==> config.mk <==
export PLATFORM = sky130hd
export DESIGN_NAME = pipe_hazard_ctrl
export DESIGN_NICKNAME = d
export VERILOG_FILES = /design/src/rtl/pipe_hazard_ctrl_pkg.sv /design/src/rtl/pipe_hazard_ctrl_mcu_seq.sv /design/src/rtl/pipe_hazard_ctrl.sv
export SDC_FILE = /design/constraint.sdc
export NUM_CORES = 1
export LEC_CHECK = 0
export BUFFER_PORTS_ARGS = -buffer_cell sky130_fd_sc_hd__buf_2
export CORE_UTILIZATION = 43
export CTS_BUF_LIST = sky130_fd_sc_hd__clkbuf_16
export DETAILED_ROUTE_END_ITERATION = 7
export PLACE_DENSITY = 0.83
export SYNTH_ARGS = -nofsm -noshare
export SYNTH_HDL_FRONTEND = slang
export SYNTH_SLANG_ARGS = --single-unit
==> constraint.sdc <==
create_clock -name clk -period 1.5 [get_ports clk]
set_clock_uncertainty 0.05 [all_clocks]
set_input_delay 0.075 -clock clk [delete_from_list [all_inputs] [get_ports clk]]
set_output_delay 0.075 -clock clk [all_outputs]
set_load 0.01 [all_outputs]
==> src/rtl/pipe_hazard_ctrl_pkg.sv <==
// Shared types and constants for the pipeline hazard / redirect controller.
package pipe_hazard_ctrl_pkg;

  // Per-unit multi-cycle sequencer state
  typedef enum logic [1:0] {
    MCU_IDLE = 2'd0,
    MCU_BUSY = 2'd1,
    MCU_DONE = 2'd2
  } mcu_state_e;

  // Redirect target for every exception code other than ERET
  localparam logic [31:0] EXC_VECTOR_DEFAULT = 32'hBFC00380;
  // Exception code in MEM that means ERET (target is the current EPC)
  localparam logic [31:0] ERET_CODE_DEFAULT  = 32'h0000000E;

  // Bit positions in ex_mcu_req / mcu_ready
  localparam int MCU_DIV = 0;
  localparam int MCU_MUL = 1;

endpackage

==> src/rtl/pipe_hazard_ctrl_mcu_seq.sv <==
// Single multi-cycle unit sequencer: start / busy / done handshake with abort.
module mcu_seq
  import pipe_hazard_ctrl_pkg::*;
(
  input  logic clk,
  input  logic rst,
  input  logic req,      // this unit is the one serviced for the EX instruction
  input  logic ready,    // unit result valid (level)
  input  logic exc,      // exception in MEM: abandon whatever is in flight
  input  logic hold,     // MEM is stalled, EX instruction cannot leave yet
  output logic start,
  output logic cancel,
  output logic waiting   // EX must be held for this unit
);

  mcu_state_e state, state_nxt;

  // State register
  // NOTE: state registers use non-blocking assignments so every flop samples pre-edge values.
  always_ff @(posedge clk or posedge rst) begin
    if (rst) state <= MCU_IDLE;
    else     state <= state_nxt;
  end

  // Next-state and handshake outputs
  always_comb begin
    // NOTE: every output gets a default before the case so no path infers a latch.
    state_nxt = state;
    start     = 1'b0;
    cancel    = 1'b0;
    waiting   = 1'b0;
    case (state)
      MCU_IDLE: begin
        if (req) begin
          waiting = 1'b1;
          // An exception in the same cycle suppresses the start; nothing to cancel.
          if (!exc) begin
            start     = 1'b1;
            state_nxt = MCU_BUSY;
          end
        end
      end
      MCU_BUSY: begin
        waiting = 1'b1;
        if (exc) begin
          cancel    = 1'b1;
          state_nxt = MCU_IDLE;
        end else if (ready) begin
          // Even if ready was already high at start, one BUSY cycle is spent here.
          state_nxt = MCU_DONE;
        end
      end
      MCU_DONE: begin
        // The EX instruction advances in the first cycle MEM is not stalled.
        if (exc || !hold) state_nxt = MCU_IDLE;
      end
      default: state_nxt = MCU_IDLE;
    endcase
  end

endmodule

==> src/rtl/pipe_hazard_ctrl.sv <==
// Stall / flush generation, multi-cycle unit sequencing and redirect holding
// for the 5-stage core.
module pipe_hazard_ctrl
  import pipe_hazard_ctrl_pkg::*;
#(
  parameter int          N_MCU      = 2,
  parameter logic [31:0] EXC_VECTOR = EXC_VECTOR_DEFAULT,
  parameter logic [31:0] ERET_CODE  = ERET_CODE_DEFAULT
) (
  input  logic             clk,
  input  logic             rst,
  input  logic [4:0]       id_rs,
  input  logic [4:0]       id_rt,
  input  logic             ex_rmem,
  input  logic [4:0]       ex_wa,
  input  logic [N_MCU-1:0] ex_mcu_req,
  input  logic [N_MCU-1:0] mcu_ready,
  output logic [N_MCU-1:0] mcu_start,
  output logic [N_MCU-1:0] mcu_cancel,
  input  logic             stallreq_from_if,
  input  logic             stallreq_from_mem,
  input  logic [31:0]      mem_excepttype,
  input  logic [31:0]      mem_cp0_epc,
  output logic             if_stall,
  output logic             id_stall,
  output logic             ex_stall,
  output logic             mem_stall,
  output logic             if_flush,
  output logic             id_flush,
  output logic             ex_flush,
  output logic             mem_flush,
  output logic             wb_flush,
  output logic             redirect_valid,
  output logic [31:0]      redirect_pc
);

  logic             lu;
  logic             exc;
  logic [31:0]      exc_target;
  logic [N_MCU-1:0] mcu_sel;
  logic [N_MCU-1:0] unit_wait;
  logic             mcu_wait;
  logic             rp_v;
  logic [31:0]      rp_pc;
  logic             front_stall;
  logic             ex_stall_raw;
  logic             redirect_flush;

  // Load in EX feeding a source of the instruction in ID; $0 never hazards.
  assign lu = ex_rmem && (ex_wa != 5'd0) && ((ex_wa == id_rs) || (ex_wa == id_rt));

  assign exc        = |mem_excepttype;
  assign exc_target = (mem_excepttype == ERET_CODE) ? mem_cp0_epc : EXC_VECTOR;

  // Only the lowest requested unit is serviced: isolate the lowest set bit.
  assign mcu_sel = ex_mcu_req & (~ex_mcu_req + N_MCU'(1));

  for (genvar g = 0; g < N_MCU; g++) begin : g_mcu
    mcu_seq u_seq (
      .clk     (clk),
      .rst     (rst),
      .req     (mcu_sel[g]),
      .ready   (mcu_ready[g]),
      .exc     (exc),
      .hold    (stallreq_from_mem),
      .start   (mcu_start[g]),
      .cancel  (mcu_cancel[g]),
      .waiting (unit_wait[g])
    );
  end

  assign mcu_wait = |(mcu_sel & unit_wait);

  // Hold a redirect until fetch can accept it; a newer exception overwrites the target.
  always_ff @(posedge clk or posedge rst) begin
    if (rst) begin
      rp_v  <= 1'b0;
      rp_pc <= 32'd0;
    end else if (exc && stallreq_from_if) begin
      rp_v  <= 1'b1;
      rp_pc <= exc_target;
    end else if (!stallreq_from_if) begin
      rp_v  <= 1'b0;
    end
  end

  assign redirect_valid = exc | rp_v;
  assign redirect_pc    = exc ? exc_target : rp_pc;

  // Raw stall conditions before flush priority is applied.
  assign front_stall    = lu | mcu_wait | stallreq_from_if | stallreq_from_mem;
  assign ex_stall_raw   = mcu_wait | stallreq_from_mem;
  assign redirect_flush = exc | rp_v;

  // A load-use bubble goes into EX only when EX itself is moving.
  assign if_flush  = redirect_flush;
  assign id_flush  = redirect_flush;
  assign ex_flush  = redirect_flush | (lu & ~ex_stall_raw);
  assign mem_flush = redirect_flush;
  assign wb_flush  = exc | stallreq_from_mem;

  // Flush wins over stall in every stage.
  assign if_stall  = front_stall       & ~if_flush;
  assign id_stall  = front_stall       & ~id_flush;
  assign ex_stall  = ex_stall_raw      & ~ex_flush;
  assign mem_stall = stallreq_from_mem & ~mem_flush;

endmodule

; Word level (Yosys, flattened, before mapping)
; Cells that the tools add are included.
[classes]
div = 0
eq_ne = 16
mux = 26
n_mul = 0
magnitude_cmp = 0
n_addsub = 1
n_reduce_logical = 13
n_bitwise = 17
shift = 0
[op_table]
columns = op, n
row1 = two-way mux 32 bit, 2
row2 = == test 32 x 4 -> 1 bit (second input constant), 1
row3 = OR reduction 32 bit, 1
row4 = two-way mux 2 bit, 8
row5 = two-way mux 1 bit, 12
row6 = one-hot mux 2 bit (3 select lines), 2
row7 = == test 5 bit, 2
row8 = != test 2 bit (second input constant), 5
row9 = AND reduction 4 bit, 2
row10 = OR 1 bit, 7
row11 = != test 3 bit (second input constant), 2
row12 = nonzero test 5 bit, 1
row13 = bitwise AND 1 bit, 4
row14 = bitwise AND 2 bit, 2
row15 = == test 2 x 1 -> 1 bit (second input constant), 2
row16 = == test 2 bit (second input constant), 2
row17 = zero test 2 bit, 2
row18 = != test 2 x 1 -> 1 bit (second input constant), 2
row19 = one-hot mux 1 bit (2 select lines), 2
row20 = logical AND 1 bit, 3
row21 = inverter 1 bit, 3
row22 = adder 2 x 1 -> 2 bit (second input constant), 1
row23 = logical OR 1 bit, 2
row24 = inverter 2 bit, 1
row25 = 2 further kinds, 2
[word_totals]
input_bits = 88
ramBits = 0
latch_bits = 0
mem_bits_ro = 0
mem_count = 0
regBits = 37

; Logic depth before layout (Yosys ltp)
; Gate-level depths: netlist (run 1).
[depth]
word_depth = 13
mapped_depth = 7
depth_no_buf = 5

; Hierarchy
; Synthesis (run 1) repeated with hierarchy kept, for this count alone.
[unflattened]
hier_cells = 212
hier_area_um2 = 2124.5
[modules_own_cells]
columns = mod, cells_per_inst, area_per_inst_um2, instances, seq_area_each_um2
row1 = pipe_hazard_ctrl, 188, 1909.3, 1, 825.8
row2 = mcu_seq, 12, 107.6, 2, 50.0

; Worst setup path before layout (run 1)
; Ideal clock, no wire load.
[synth_timing]
path_type = input port to output port
start = in mem_excepttype[28]
end = out if_stall
path_stages = 7
arrival_ns = 1.434
path_slack_ns = -0.059
path_cell_list = nor4_1 and4_1 and3_1 buf_4 nand2b_2 a31oi_1 buf_4
[synth_via]
elab_chain_len = 4
[synth_rtl]
columns = item, line_no
row1 = "start, declared", pipe_hazard_ctrl.sv:22  ; input logic [31:0] mem_excepttype,
row2 = OR reduction 32 bit, pipe_hazard_ctrl.sv:52  ; assign exc = |mem_excepttype;
row3 = OR 1 bit, pipe_hazard_ctrl.sv:93  ; assign redirect_flush = exc | rp_v;
row4 = net id_flush, pipe_hazard_ctrl.sv:29  ; output logic id_flush,
row5 = inverter 1 bit, --
row6 = bitwise AND 1 bit, --
row7 = "end, declared", pipe_hazard_ctrl.sv:24  ; output logic if_stall,
; The timed path passes the listed nets, and every way through them passes these cells.

; Worst setup path in the final report (run 1)
[layout_timing]
start = in mem_excepttype[20]
end = out id_stall
[layout_via]
elab_chain_len = 4
[layout_rtl]
columns = item, line_no
row1 = OR reduction 32 bit, pipe_hazard_ctrl.sv:52
row2 = OR 1 bit, pipe_hazard_ctrl.sv:93
row3 = inverter 1 bit, pipe_hazard_ctrl.sv:104  ; assign id_stall = front_stall & ~id_flush;
row4 = bitwise AND 1 bit, pipe_hazard_ctrl.sv:104
row5 = "end, declared", pipe_hazard_ctrl.sv:25  ; output logic id_stall,
; Every way passes these cells.

==> impl_metrics.ini, run 1 <==
[status]
status = complete, but fails checks
violations = negative setup slack

[floorplan]
initial_core_util_pct = 45.1
die_w_um = 72.6
rows = 25
die_h_um = 72.6
ioPinCount = 134
dieArea_um2 = 5270
core_region_area_um2 = 4750

[logic_synthesis]
synth_top_area_share_pct = 43.2
synth_top_area_cell = dfrtp_1
yosys_register_bits = 37
synth_area_leaders = dfrtp_1, a32o_1, a22o_1
synth_edf_count = 0
synthCells = 210
netlist_area_um2 = 2140
ys_warn_count = 0
syn_area_per_cell_um2 = 10.2
synth-main-ff-cell = dfrtp_1
yosysSeqAreaShare_pct = 43.2
syn_nets = 298
synth_async_sr_flop_share_pct = 100
synth_most_common_cell = dfrtp_1
ys_top_cells_by_count = dfrtp_1, a22o_1, a32o_1, nor2_1, buf_4
synth_cell_type_count = 34

[detailed_routing]
final_antenna_net_count = 0
drc_errors = 0
routed_wl_um = 6320
wl_per_cell_um = 15.3
drtIter0Drc = 100
viasPerCell = 5.47
dr.pass1.iters = 4
num_vias = 2258

[worst_setup_path]
ff2ff_path_depth = 5
end_kind = output port
worst_path_max_delay_cell = and4_4
cp_num_buf_inv = 3
critPathArrivalTime_ns = 1.46
crit_family = simple AND/OR/NAND/NOR gates
reg2reg_slack_ns = 0.51
rr_startpoint = g_mcu[0].u_seq.state[1]
worstReg2RegEnd = g_mcu[0].u_seq.state[1]
path_class = in2out
worstPathCellList = buf_8, nor4_4, and4_4, and3_4, buf_6, nand2b_4, a31oi_4, buf_2
path_max_fanout = 6
critical_path_required_ns = 1.37
cp-start-kind = input pin
slowest_delay_ns = 0.28

[placed_design]
pre_cts_ws_ns = -0.168
gp_congestion = 0.756
hpwl_um = 4240
portBuffers = 133
dp.cells = 399

[global_route]
grt_pass1_vias = 2217
grt_pass1_wl_um = 9960
track_usage_pct = 24.8
antenna_found_initial = 0
grt_max_degree = 38
overflow = 0

[clocking]
cts_buffers = 5
cts.sinks = 37
clockRootBuffer = clkbuf_16
cts_tree = built
clkSlewWorstSetupHoldPaths_ns = 0.06
clkLatencyLatePin_ns = 0.27
htree_levels = 2
clockBufferDepth = 2

[min_path]
min_path_cells = 2
min_to = rp_pc[6]
hold_class = in2reg
worstHoldStart = mem_cp0_epc[6]

[layout]
drive_gt1_share_pct = 51.2
num-fill-cells = 380
instances_no_fill = 413
regArea_um2 = 926
nets = 433
multiInputGateArea_um2 = 1140
diodes = 0
syn_to_final_growth_pct = 55.7

[power]
p_leak_nw = 1.62
max-vdd-ir-drop_mv = 0.557
power.density_nw_per_um2 = 688

[sta]
timing.fmax_ghz = 0.633
period_minus_slack_ns = 1.58
tightest_slew_ns = 0.476
drv_slew = 0
rsz0062_at_grt = yes
hold_viol_final = 0
setup_ws_ns = -0.0802
setup_viol = 38
min_period_over_period_pct = 105
hold_ws_ns = 0.00592
slew_headroom_pct = 68.3

[flow_run]
maxCapViolations = 0
==> per-stage QoR <==
step | util, % | setup TNS, ns | power (mW) | instance area [µm²]
2_1_floorplan | - | 0 | 1.10 | 2150
3_3_place_gp | 60.0 | -3.47 | 1.26 | 2850
3_5_place_dp | 60.0 | -5.69 | 1.26 | 2850
4_1_cts | 68.7 | -0.216 | 2.32 | 3270
5_1_grt | 70.2 | -3.63 | 2.41 | 3340
6_report | 70.2 | -1.07 | 2.30 | 3340
==> cells by family after synthesis <==
family / synth area share, %
buffers and inverters: 10.6
flip-flops: 43.2
AO/OA/AOI/OAI: 29.4
XOR/XNOR: 4.08
AND/OR/NAND/NOR: 12.8
==> cells in the final DEF (no fill, tap or decap), types with 6 or more instances in the layout <==
| cell type | instances |
|---|---|
| a21oi_1 | 10 |
| a22o_1 | 20 |
| a32o_1 | 20 |
| dfrtp_1 | 37 |
| buf_6 | 20 |
| a22oi_1 | 9 |
| buf_2 | 117 |
| xor2_1 | 6 |
| inv_1 | 13 |
| buf_4 | 9 |
| nor2_1 | 18 |
==> worst max path at each step <==
stage	slack, ns	from	endpoint	cells past startpoint
floorplan	0.02	mem_excepttype[28]	if_stall	7
global placement	-0.11	mem_excepttype[23]	redirect_pc[30]	7
detailed placement	-0.17	mem_excepttype[28]	redirect_pc[16]	7
CTS	-0.04	mem_excepttype[29]	id_stall	8
global route	-0.13	mem_excepttype[20]	id_stall	8
finish	-0.08	mem_excepttype[20]	id_stall	8
==> layout make-up <==
cell class,instances,share of cell area [%]
clock inverter,3,0.525
timing repair buffer,153,30.0
inverter,13,1.46
multi-input combinational,135,34.0
sequential,37,27.7
tap,67,2.51
clock buffer,5,3.75
==> sequential cells by signal (all words and copies together), names as in the netlist <==
signal / flops
g_mcu.u_seq.state: 4
rp_pc: 32
rp_v: 1
==> report_power, final <==
| group | total [mW] | internal (mW) | switching [mW] | leakage, nW |
|---|---|---|---|---|
| combinational | 0.293 | 0.147 | 0.146 | 1.10 |
| sequential | 1.00 | 1.00 | 0.000868 | 0.452 |
| clock | 1.00 | 0.609 | 0.395 | 0.0712 |
| total | 2.30 | 1.76 | 0.542 | 1.62 |
==> repair_timing <==
item	CTS	global route
endpoints found under the hold margin	38	0
gates resized for setup	35	13
gates cloned	1	0
setup endpoints to repair	46	46
setup buffers	3	0
hold buffers	2	0
pin swaps	9	4
==> per-layer routing <==
layer,wire length [µm],vias up,GRT usage [%]
li1,-,1065,-
met1,2430,1107,27.4
met2,3540,80,47.0
met3,291,6,5.39
met4,59,0,7.84
met5,0,-,0
Note: power is estimated with default switching activity, not from simulation.
==> run 2, diff against run 1 <==
CELL_PAD_IN_SITES_DETAIL_PLACEMENT = 1   (was not set)
CELL_PAD_IN_SITES_GLOBAL_PLACEMENT = 1   (was not set)
CORE_UTILIZATION = 31   (was 43)
==> run 2 against run 1 <==
  * The run still ends with negative setup slack left
  * First-iteration DRC count is 9.0% higher
  * Core utilization down 18 points
  * Worst hold slack about the same
  * Combinational power about the same
  * Register-to-register slack worse by 0.04 ns
  * Critical path type unchanged
  * Largest power group is now clock
==> impl_metrics.ini, run 2 (synthesized netlist as in run 1, its figures left out) <==
[worst_setup_path]
reg2reg_slack_ns = 0.47
path_max_fanout = 6
critPathCapture = if_stall
startpoint = mem_excepttype[21]
end_kind = output port
worstReg2RegEnd = g_mcu[0].u_seq.state[0]
cp-start-kind = input pin
critical_path_required_ns = 1.37
ff2ff_path_depth = 2
critPathArrivalTime_ns = 1.48
rr_startpoint = g_mcu[0].u_seq.state[0]
path_class = in2out

[floorplan]
rows = 29
core_region_area_um2 = 6490
die_h_um = 85.2
ioPinCount = 134
die_w_um = 85.2
dieArea_um2 = 7250
initial_core_util_pct = 33.0

[detailed_routing]
viasPerCell = 5.43
drc_errors = 0
drtIter0Drc = 109
dr.pass1.iters = 4
final_antenna_net_count = 0
wl_per_cell_um = 17.7
num_vias = 2319
routed_wl_um = 7570

[sta]
hold_viol_final = 0
rsz0062_at_grt = yes
slew_headroom_pct = 49.9
period_minus_slack_ns = 1.60
timing.fmax_ghz = 0.625
setup_ws_ns = -0.101
hold_ws_ns = 0.00609
tightest_slew_ns = 0.747
drv_slew = 0
setup_viol = 37
min_period_over_period_pct = 107
tns_ns = -1.70

[global_route]
grt_max_degree = 30
grt_pass1_wl_um = 11600
antenna_found_initial = 0
grt_pass1_vias = 2528
track_usage_pct = 20.1
overflow = 0

[clocking]
cts_buffers = 5
cts_tree = built
clockBufferDepth = 2
clkSlewWorstSetupHoldPaths_ns = 0.06
clkLatencyLatePin_ns = 0.28
clockRootBuffer = clkbuf_16
htree_levels = 2
cts.sinks = 37

[power]
power.density_nw_per_um2 = 686
p_switching_mw = 0.573
switching_share_pct = 24.6
comb_power_share_pct = 12.6
p_clk_share_pct = 44.4
power_mw = 2.33
max-vdd-ir-drop_mv = 0.407
p_leak_nw = 1.63
p_int_mw = 1.75
pwr-share-seq_pct = 43.0

[layout]
largest_reg_flops = 32
top_regs = rp_pc (32), g_mcu.u_seq.state (4), rp_v (1)
post-route-util_pct = 52.2
drive_gt1_share_pct = 52.3
design_area_um2 = 3390
final_common_cell = buf_2
diodes = 0
syn_to_final_growth_pct = 58.1
instances_no_fill = 427
top_register = rp_pc
nets = 437
layout_common_cells = buf_2, dfrtp_1, a32o_1, a22o_1, nor2_1
num-fill-cells = 762

[min_path]
hold_class = in2reg

[placed_design]
place_area_um2 = 2880
pre_cts_ws_ns = -0.203
gp_congestion = 0.748
portBuffers = 133
hpwl_um = 5210
dp.cells = 408

[status]
violations = negative setup slack
status = complete, but fails checks

[flow_run]
maxCapViolations = 0
-- run 2: cell count changes in the layout (fill, tap and decap cells not counted), sizes merged --
cell,change
clkinv,+1
clkbuf,+2
inv,-1
buf,+2
-- run 2: power groups by stage --
| stage | Sequential [mW] | Clock (mW) | Combinational [mW] |
|---|---|---|---|
| after floorplan | 1.02 | 0 | 0.0833 |
| after global placement | 1.02 | 0 | 0.242 |
| after detailed placement | 1.02 | 0 | 0.253 |
| after CTS | 1.00 | 1.04 | 0.274 |
| after global routing | 0.999 | 1.09 | 0.320 |
| final | 1.00 | 1.03 | 0.293 |
-- run 2: cell type report --
cell class,instances,area (µm²),area share (%)
timing repair buffer,157,1050,31.0
inverter,13,48.8,1.44
clock inverter,3,17.5,0.517
tap,77,96.3,2.84
clock buffer,5,125,3.69
sequential,37,927,27.3
multi-input combinational,135,1130,33.2
-- run 2: worst min path at each step --
stage                    start                       to  cells after the start
2_1_floorplan     mcu_ready[0]  g_mcu[0].u_seq.state[0]                      1
3_3_place_gp               rst  g_mcu[1].u_seq.state[1]                      2
3_5_place_dp               rst  g_mcu[1].u_seq.state[1]                      2
4_1_cts        mem_cp0_epc[23]                rp_pc[23]                      2
5_1_grt        mem_cp0_epc[16]                rp_pc[16]                      2
6_report       mem_cp0_epc[16]                rp_pc[16]                      2
-- run 2: worst max-delay path: stages --
cell,delay [ns]
buf_6,0.09
nor4_2,0.27
and4_4,0.28
and3_4,0.20
buf_6,0.13
nand2b_4,0.09
a31oi_4,0.18
buf_2,0.16
-- run 2: metal layers --
metal	wire length (µm)	up-vias	global-route usage, %	share of wire [%]
met3	323	10	3.02	4.3
met2	4210	80	38.9	56
met1	2910	1160	22.2	38
met4	123	0	6.47	1.6
met5	0	-	0	0
li1	-	1069	-	-
-- run 2: what timing repair did --
action / CTS / global route
buffers inserted: 2 / 4
endpoints found under the hold margin: 18 / 0
endpoints found under the setup margin: 45 / 46
pin swaps: 10 / 14
hold buffers: 2 / 0
gates cloned: 1 / 2
resized for setup: 17 / 24
